File: config.mk
export PLATFORM = sky130hd
export DESIGN_NAME = pdp_core_ingress
export DESIGN_NICKNAME = d
export VERILOG_FILES = /design/src/rtl/pdp_core_ingress.sv
export SDC_FILE = /design/constraint.sdc
export NUM_CORES = 1
export LEC_CHECK = 0
export ABC_AREA = 1
export CAP_MARGIN = 20
export CORE_UTILIZATION = 55
export DETAILED_ROUTE_END_ITERATION = 8
export PLACE_DENSITY = 0.81
export SETUP_SLACK_MARGIN = 0.4
export SYNTH_ARGS = -nofsm -noshare
export SYNTH_HDL_FRONTEND = slang
export SYNTH_SLANG_ARGS = --single-unit
File: constraint.sdc
create_clock -name nvdla_core_clk -period 4.1 [get_ports nvdla_core_clk]
set_clock_uncertainty 0.05 [all_clocks]
set_input_delay 0.615 -clock nvdla_core_clk [delete_from_list [all_inputs] [get_ports nvdla_core_clk]]
set_output_delay 0.615 -clock nvdla_core_clk [all_outputs]
set_load 0.05 [all_outputs]
File: src/rtl/pdp_core_ingress.sv
`timescale 1ns/1ps
// -----------------------------------------------------------------------------
// pdp_core_ingress
//
// Input stage of the PDP core. Per layer it selects the pooling input source:
// off-fly data from the PDP read DMA, which already carries position sideband,
// or on-fly data from SDP, which carries none. On-fly beats get their sideband
// generated from cube-size counters. Off-fly beats pass unchanged, but their
// sideband is checked against the same counters. The unified 22-bit stream
// leaves through a registered 2-entry skid buffer. A done pulse marks the
// cube_end beat being taken downstream.
//
// Ports
//   nvdla_core_clk, nvdla_core_rstn   clock, async active-low reset
//   reg2dp_op_en                      layer enable; a rising edge arms the block
//   reg2dp_flying_mode                0 = on-fly (SDP), 1 = off-fly (RDMA)
//   reg2dp_cube_in_width/height/channel  cube sizes, each minus 1 (13b)
//   pdp_rdma2dp_valid/ready/pd        off-fly source, 22b pd with sideband
//   sdp2pdp_valid/ready/pd            on-fly source, 8b data only
//   pre2cal_valid/ready/pd            unified 22b output stream
//   ingress_done                      1-cycle pulse on cube_end output accept
//   ingress_err                       sticky off-fly sideband mismatch flag
//
// pd format: [7:0] data, [11:8] pos_c, [12] line_end, [13] surf_end,
//            [14] split_end, [15] cube_end, [21:16] reserved 0
// -----------------------------------------------------------------------------
module pdp_core_ingress (
  input  logic        nvdla_core_clk,
  input  logic        nvdla_core_rstn,
  input  logic        reg2dp_op_en,
  input  logic        reg2dp_flying_mode,
  input  logic [12:0] reg2dp_cube_in_width,
  input  logic [12:0] reg2dp_cube_in_height,
  input  logic [12:0] reg2dp_cube_in_channel,
  input  logic        pdp_rdma2dp_valid,
  output logic        pdp_rdma2dp_ready,
  input  logic [21:0] pdp_rdma2dp_pd,
  input  logic        sdp2pdp_valid,
  output logic        sdp2pdp_ready,
  input  logic [7:0]  sdp2pdp_pd,
  output logic        pre2cal_valid,
  input  logic        pre2cal_ready,
  output logic [21:0] pre2cal_pd,
  output logic        ingress_done,
  output logic        ingress_err
);

  typedef enum logic [1:0] {
    IDLE  = 2'd0,
    RUN   = 2'd1,
    DRAIN = 2'd2
  } state_e;

  state_e      state_q, state_d;
  logic        op_en_q;
  logic        mode_q, mode_d;
  logic [12:0] width_q, width_d;
  logic [12:0] height_q, height_d;
  logic [12:0] chan_q, chan_d;
  logic [12:0] w_q, w_d;
  logic [12:0] h_q, h_d;
  logic [12:0] s_q, s_d;
  logic [1:0]  occ_q, occ_d;
  logic [21:0] main_q, main_d;
  logic [21:0] skid_q, skid_d;
  logic        mismatch_q, mismatch_d;
  logic        err_q, err_d;

  logic        arm;
  logic        in_ready;
  logic        in_valid;
  logic        push;
  logic        pop;
  logic        line_end;
  logic        surf_end;
  logic        cube_end;
  logic [7:0]  gen_sb;
  logic [21:0] in_pd;

  // An op_en rising edge only counts while idle; edges mid-layer are ignored.
  assign arm = (state_q == IDLE) && reg2dp_op_en && !op_en_q;

  // Input ready looks only at registered occupancy, never at pre2cal_ready,
  // so there is no combinational path from downstream back to the sources.
  assign in_ready          = (state_q == RUN) && (occ_q != 2'd2);
  assign pdp_rdma2dp_ready = in_ready && mode_q;
  assign sdp2pdp_ready     = in_ready && !mode_q;

  assign in_valid = mode_q ? pdp_rdma2dp_valid : sdp2pdp_valid;
  assign push     = in_valid && in_ready;

  // Sideband for the beat at the current counter position.
  assign line_end = (w_q == width_q);
  assign surf_end = line_end && (h_q == height_q);
  assign cube_end = surf_end && (s_q == chan_q);
  assign gen_sb   = {cube_end, cube_end, surf_end, line_end, s_q[3:0]};

  assign in_pd = mode_q ? pdp_rdma2dp_pd : {6'd0, gen_sb, sdp2pdp_pd};

  // Output always comes from the head register of the skid buffer.
  assign pre2cal_valid = (occ_q != 2'd0);
  assign pre2cal_pd    = main_q;
  assign pop           = pre2cal_valid && pre2cal_ready;

  assign ingress_done = (state_q == DRAIN) && pop && main_q[15];
  assign ingress_err  = err_q;

  // NOTE: every signal assigned in an always_comb gets its default first, so
  // no path through the block leaves it unassigned and no latch is inferred.
  always_comb begin
    state_d  = state_q;
    mode_d   = mode_q;
    width_d  = width_q;
    height_d = height_q;
    chan_d   = chan_q;
    w_d      = w_q;
    h_d      = h_q;
    s_d      = s_q;

    unique case (state_q)
      IDLE:    if (arm) state_d = RUN;
      RUN:     if (push && in_pd[15]) state_d = DRAIN;
      DRAIN:   if (ingress_done) state_d = IDLE;
      default: state_d = IDLE;
    endcase

    if (arm) begin
      mode_d   = reg2dp_flying_mode;
      width_d  = reg2dp_cube_in_width;
      height_d = reg2dp_cube_in_height;
      chan_d   = reg2dp_cube_in_channel;
      w_d      = 13'd0;
      h_d      = 13'd0;
      s_d      = 13'd0;
    end else if (push) begin
      // w is innermost, then h, then s.
      if (line_end) begin
        w_d = 13'd0;
        if (h_q == height_q) begin
          h_d = 13'd0;
          s_d = s_q + 13'd1;
        end else begin
          h_d = h_q + 13'd1;
        end
      end else begin
        w_d = w_q + 13'd1;
      end
    end
  end

  // Skid buffer: main holds the head, skid holds the second entry. Push+pop
  // at occupancy 2 cannot happen because ready was 0 there.
  always_comb begin
    occ_d  = occ_q;
    main_d = main_q;
    skid_d = skid_q;
    unique case ({push, pop})
      2'b10: begin
        if (occ_q == 2'd0) begin
          main_d = in_pd;
          occ_d  = 2'd1;
        end else begin
          skid_d = in_pd;
          occ_d  = 2'd2;
        end
      end
      2'b01: begin
        if (occ_q == 2'd2) begin
          main_d = skid_q;
          occ_d  = 2'd1;
        end else begin
          occ_d  = 2'd0;
        end
      end
      2'b11: main_d = in_pd;
      default: ;
    endcase
  end

  // Mismatch is registered once before it reaches the sticky flag.
  always_comb begin
    mismatch_d = push && mode_q && (pdp_rdma2dp_pd[15:8] != gen_sb);
    err_d      = err_q || mismatch_q;
    if (arm) begin
      mismatch_d = 1'b0;
      err_d      = 1'b0;
    end
  end

  // NOTE: sequential state uses non-blocking assignments so every register
  // samples the pre-edge value of every other register.
  always_ff @(posedge nvdla_core_clk or negedge nvdla_core_rstn) begin
    if (!nvdla_core_rstn) begin
      state_q    <= IDLE;
      op_en_q    <= 1'b0;
      mode_q     <= 1'b0;
      width_q    <= 13'd0;
      height_q   <= 13'd0;
      chan_q     <= 13'd0;
      w_q        <= 13'd0;
      h_q        <= 13'd0;
      s_q        <= 13'd0;
      occ_q      <= 2'd0;
      main_q     <= 22'd0;
      mismatch_q <= 1'b0;
      err_q      <= 1'b0;
    end else begin
      state_q    <= state_d;
      op_en_q    <= reg2dp_op_en;
      mode_q     <= mode_d;
      width_q    <= width_d;
      height_q   <= height_d;
      chan_q     <= chan_d;
      w_q        <= w_d;
      h_q        <= h_d;
      s_q        <= s_d;
      occ_q      <= occ_d;
      main_q     <= main_d;
      mismatch_q <= mismatch_d;
      err_q      <= err_d;
    end
  end

  // NOTE: the second buffer entry is data only; occupancy says whether it is
  // live, so it needs no reset and a reset flush is just occ_q going to 0.
  always_ff @(posedge nvdla_core_clk) begin
    skid_q <= skid_d;
  end

endmodule

Word level (Yosys, flattened, before mapping)
Index checks and enable logic that the tools add are counted.

Register bits after elaboration: 130. Input port bits: 76. Output and inout port bits: 27. Word-level logic and storage cells: 89.

Add/subtract/negate cells: 3. Equality and inequality tests: 16. Mux-type cells: 25. Bitwise operators: 1. Reduce and logical (&&, ||, !) cells: 30.

Operators by type and width (number): $mux W13 (11); $mux W22 (3); $pmux W22 S3 (1); $add A13 B1 Y13 const B (3); $eq A13 B13 Y1 (3); $logic_and A1 B1 Y1 (14); $ne A2 B2 Y1 const B (5); $reduce_bool A2 Y1 (5); $reduce_and A3 Y1 (3); $eq A2 B2 Y1 const B (4); $mux W2 (4); $ne A8 B8 Y1 (1); $pmux W2 S3 (1); $eq A2 B1 Y1 const B (2); $logic_not A2 Y1 (2); $mux W1 (4); $pmux W2 S2 (1); $reduce_and A2 Y1 (2); $reduce_bool A3 Y1 (1); $logic_not A1 Y1 (2); $ne A2 B1 Y1 const B (1); $logic_or A1 B1 Y1 (1); $not A1 Y1 (1).

Depth between registers and ports, before layout
Depth in word-level cells: 7. Depth in mapped cells: 16. Gate-level depth less buffers: 15.

Worst setup path before layout
OpenSTA, ideal clock, no wires.

Path type: register -> register. From: reg state_q[1]. To: reg main_q[0] (netlist: pre2cal_pd[0]). Library setup time: 132 ps. Arrival time: 3242 ps. Required time: 3918 ps. Setup slack: 676 ps. Cell stages (with the launch flop): 13. Buffers on the path: 1. Period minus slack after synthesis: 3424 ps. Path through: dfrtp_1 > nor2_4 > nand2_2 > nor2_2 > nand2_1 > nand2_4 > ha_1 > inv_1 > nor2_1 > nor3_1 > inv_2 > clkbuf_1 > o31ai_1.

Longest elaborated chain between the ends: 6. Elaborated cells between the ends (all ways): 11. Those cells by class: 6 x eq/ne; 1 x mux; 4 x reduce/logical.

RTL lines: start: declaration (RTL line 54) `state_e state_q, state_d;`; start signal: assignment (RTL line 208) `state_q <= state_d;`; $eq A2 B1 Y1 * (RTL line 85) `assign in_ready = (state_q == RUN) && (occ_q != 2'd2);`; $logic_and A1 B1 Y1 * (RTL line 85); $logic_and A1 B1 Y1 * (RTL line 90) `assign push = in_valid && in_ready;`; $eq A2 B1 Y1 or $eq A2 B2 Y1 (tied branches) (RTL line 157) `unique case ({push, pop})`; $ne A2 B2 Y1 (no line) or $reduce_bool A3 Y1 (tied branches); $reduce_and A3 Y1 (no line); end signal: assignment (RTL line 218) `main_q <= main_d;`; end: declaration (RTL line 64) `logic [21:0] main_q, main_d;`.

Every way passes the cells marked *; elsewhere a longest branch is shown, timed or not. A chain may end at the register's enable or synchronous reset.

Final worst setup path
From: in pre2cal_ready. To: out ingress_done.

Longest elaborated chain between the ends: 3.

RTL lines: start: declaration (RTL line 42) `input logic pre2cal_ready,`; $logic_and A1 B1 Y1 (RTL line 103) `assign pop = pre2cal_valid && pre2cal_ready;`; $logic_and A1 B1 Y1 (2 in series) (RTL line 105) `assign ingress_done = (state_q == DRAIN) && pop && main_q[15];`; end: declaration (RTL line 44) `output logic ingress_done,`.

Every way passes these cells.

==> impl_metrics.env <==
export IMPL_outcome="complete, no violations"
export IMPL_fin_util_pct=70.8
export IMPL_report_final_setup_viol=0
export IMPL_avgSynthCellArea_sq_um=7.78
export IMPL_crit_required_ps=3430
export IMPL_numCtsBuffers=17
export IMPL_tightest_slew_ps=847
export IMPL_path_clk_slew_ps=50
export IMPL_rsz0062_at_grt="no"
export IMPL_worstPathMaxFanout=3
export IMPL_std_cell_rows=40
export IMPL_hold_violations=0
export IMPL_peakVddDrop_v=0.000360
export IMPL_grt_max_degree=70
export IMPL_gp_congestion=0.873
export IMPL_cts_resized=0
export IMPL_drt_pass1_iterations=5
export IMPL_relSlewSlack_pct=43.5
export IMPL_vias_per_cell=5.09
export IMPL_synth_cells=883
export IMPL_core_sq_mm=0.0121
export IMPL_maxSlewViolCount=0
export IMPL_num_fill_cells=976
export IMPL_synthToLayoutAreaGrowth_pct=24.7
export IMPL_ys_types=37
export IMPL_synthesis_area_sq_mm=0.00687
export IMPL_fmax_mhz=333
export IMPL_synthArstFlopShare_pct=83.1
export IMPL_drt_iter0_drc=342
export IMPL_grtUsageTotal_pct=26.7
export IMPL_ys_seq_area_share_pct=48.9
export IMPL_place_hpwl_mm=10.6
export IMPL_cts_root_buffer="clkbuf_16"
export IMPL_yosys_warnings=0
export IMPL_nNetsFinal=1063
export IMPL_crit_type="in2out"
export IMPL_cp_arrival_ps=2340
export IMPL_io_buffers=102
export IMPL_wl_per_cell_microns=13.2
export IMPL_start_util_pct=56.8
export IMPL_synth_edf_count=22
export IMPL_die_h_microns=114
export IMPL_p_total_mw=6.21
export IMPL_post_cts_buffers=0
export IMPL_die_w_microns=114
export IMPL_clk_latency_ps=420
export IMPL_grt_pass1_vias=5866
export IMPL_finalCritPeriodShare_pct=73.3
export IMPL_ioPinCount=103
export IMPL_diodes=0
export IMPL_grt_overflow_total=0
export IMPL_cp_start_kind="input pin"
export IMPL_postPlaceCellArea_sq_mm=0.00801
export IMPL_period_minus_slack_ps=3000
export IMPL_ys_ff_latch=130
export IMPL_die_area_sq_mm=0.0129
export IMPL_hold_buffers=0
export IMPL_antenna_found_initial=0
export IMPL_totalNegativeSetupSlack_ps=0
export IMPL_reg2reg_depth=13
export IMPL_clockBufferDepth=2
export IMPL_synth_nets=965
export IMPL_whs_ps=240
export IMPL_grt_pass1_wl_mm=26.9
export IMPL_cts_tree="done"
export IMPL_drive_above_1_share_pct=8.25
export IMPL_htreeDepth=4
export IMPL_fin_area_sq_mm=0.00857
export IMPL_postRouteAntennaNets=0
export IMPL_critPathCaptureType="output pin"
export IMPL_cts_sinks=130
export IMPL_drc=0
export IMPL_power_density_mw_per_mm2=725
export IMPL_hold_path_class="in2async"
export IMPL_drv_cap=0
export IMPL_ys_flop_type="dfrtp_1"
export IMPL_wl_mm=15.3
export IMPL_vias=5914
export IMPL_leakagePower_nw=4.11
worst paths after layout:
path / to / start / slack, ps
worst max-delay path: ingress_done / pre2cal_ready / 1100
worst min-delay path: h_q[1] / nvdla_core_rstn / 240
worst max register to register: pre2cal_pd[13] / mode_q / 1310
worst min register to register: pre2cal_pd[20] / pre2cal_pd[20] / 430
max in group asynchronous: chan_q[6] / nvdla_core_rstn / 2930
min in group nvdla_core_clk: pre2cal_pd[20] / pre2cal_pd[20] / 430
critical path, cell delays in order:
cell and delay [ps]:
clkdlybuf4s50_1 460, inv_1 40, nor2_1 190, nand2_1 70, nor2_1 140, clkdlybuf4s50_1 820
per-stage QoR:
stage	std cells	setup WS, ps
floorplan	883	676
global placement	1130	1040
detailed placement	1130	943
CTS	1162	1090
global route	1162	977
finish	1162	1100
cells in the mapped netlist (7+ instances only):
master | instances | area (sq um)
clkbuf_1 | 15 | 56.3
nor2_1 | 95 | 357
dfrtp_1 | 108 | 2700
edfxtp_1 | 22 | 661
xnor2_1 | 8 | 70.1
inv_2 | 15 | 56.3
buf_2 | 7 | 35.0
nor3_1 | 18 | 90.1
xor2_1 | 27 | 236
o21ai_0 | 59 | 295
a21oi_1 | 13 | 65.1
nand2_1 | 306 | 1150
nand3_1 | 40 | 200
inv_1 | 75 | 282
o31ai_1 | 12 | 90.1
cell usage in the layout (no fill, tap or decap), types with 3 or more instances in the layout:
master	instances
clkbuf_16	17
nor4_1	5
o21ai_1	6
a21oi_1	13
a31oi_1	3
nand3_1	40
dfrtp_1	108
nand2_2	4
clkdlybuf4s50_1	101
xnor2_1	8
buf_4	8
nand2_1	306
nor2_4	3
nor2_2	7
nor2_8	3
inv_1	75
inv_2	15
clkinv_2	6
edfxtp_1	22
nor3_1	18
o21ai_0	59
xor2_1	27
o31ai_1	12
clkinvlp_4	3
ha_1	6
nand2_4	4
clkbuf_1	3
nor2_1	94
nand4_1	3
registers in the layout, summed over array words and instances, names as in the netlist:
signal,cells
chan_q,13
h_q,13
height_q,13
ingress_err,1
mismatch_q,1
mode_q,1
occ_q,2
op_en_q,1
pre2cal_pd,22
s_q,13
skid_q,22
state_q,2
w_q,13
width_q,13
per-layer routing:
layer / part of all wire (%) / vias up / routed length (microns) / GRT usage, %
met5: 0 / - / 0 / 0
met1: 44 / 2719 / 6730 / 34.7
li1: - / 2994 / - / -
met4: 2.5 / 0 / 386 / 11.2
met3: 5.3 / 37 / 814 / 6.64
met2: 48 / 164 / 7360 / 43.0
cells by family (layout without fill, tap and decap cells):
logic type	count (synthesis)	after routing	synth area share [%]
xor+xnor	35	35	4.46
fa+ha+maj	6	6	1.09
flops	130	130	48.9
simple gates	491	491	30.3
buf+inv	123	234	7.30
compound gates	98	98	7.97
where the power goes:
part / internal [mW] / leakage (nW) / switching [mW]
Combinational: 0.896 / 2.31 / 1.71
Sequential: 1.82 / 1.53 / 0.348
Clock: 0.901 / 0.272 / 0.541
final cells by class:
| class | count | area, sq um | share of cell area [%] |
|---|---|---|---|
| well taps | 168 | 210 | 2.45 |
| clock buffers | 21 | 450 | 5.25 |
| inverters | 93 | 354 | 4.13 |
| multi-input cells | 630 | 3010 | 35.1 |
| repair buffers | 109 | 1070 | 12.5 |
| clock inverters | 11 | 113 | 1.31 |
| flip-flops and latches | 130 | 3360 | 39.2 |
(Power assumes the default switching activity.)
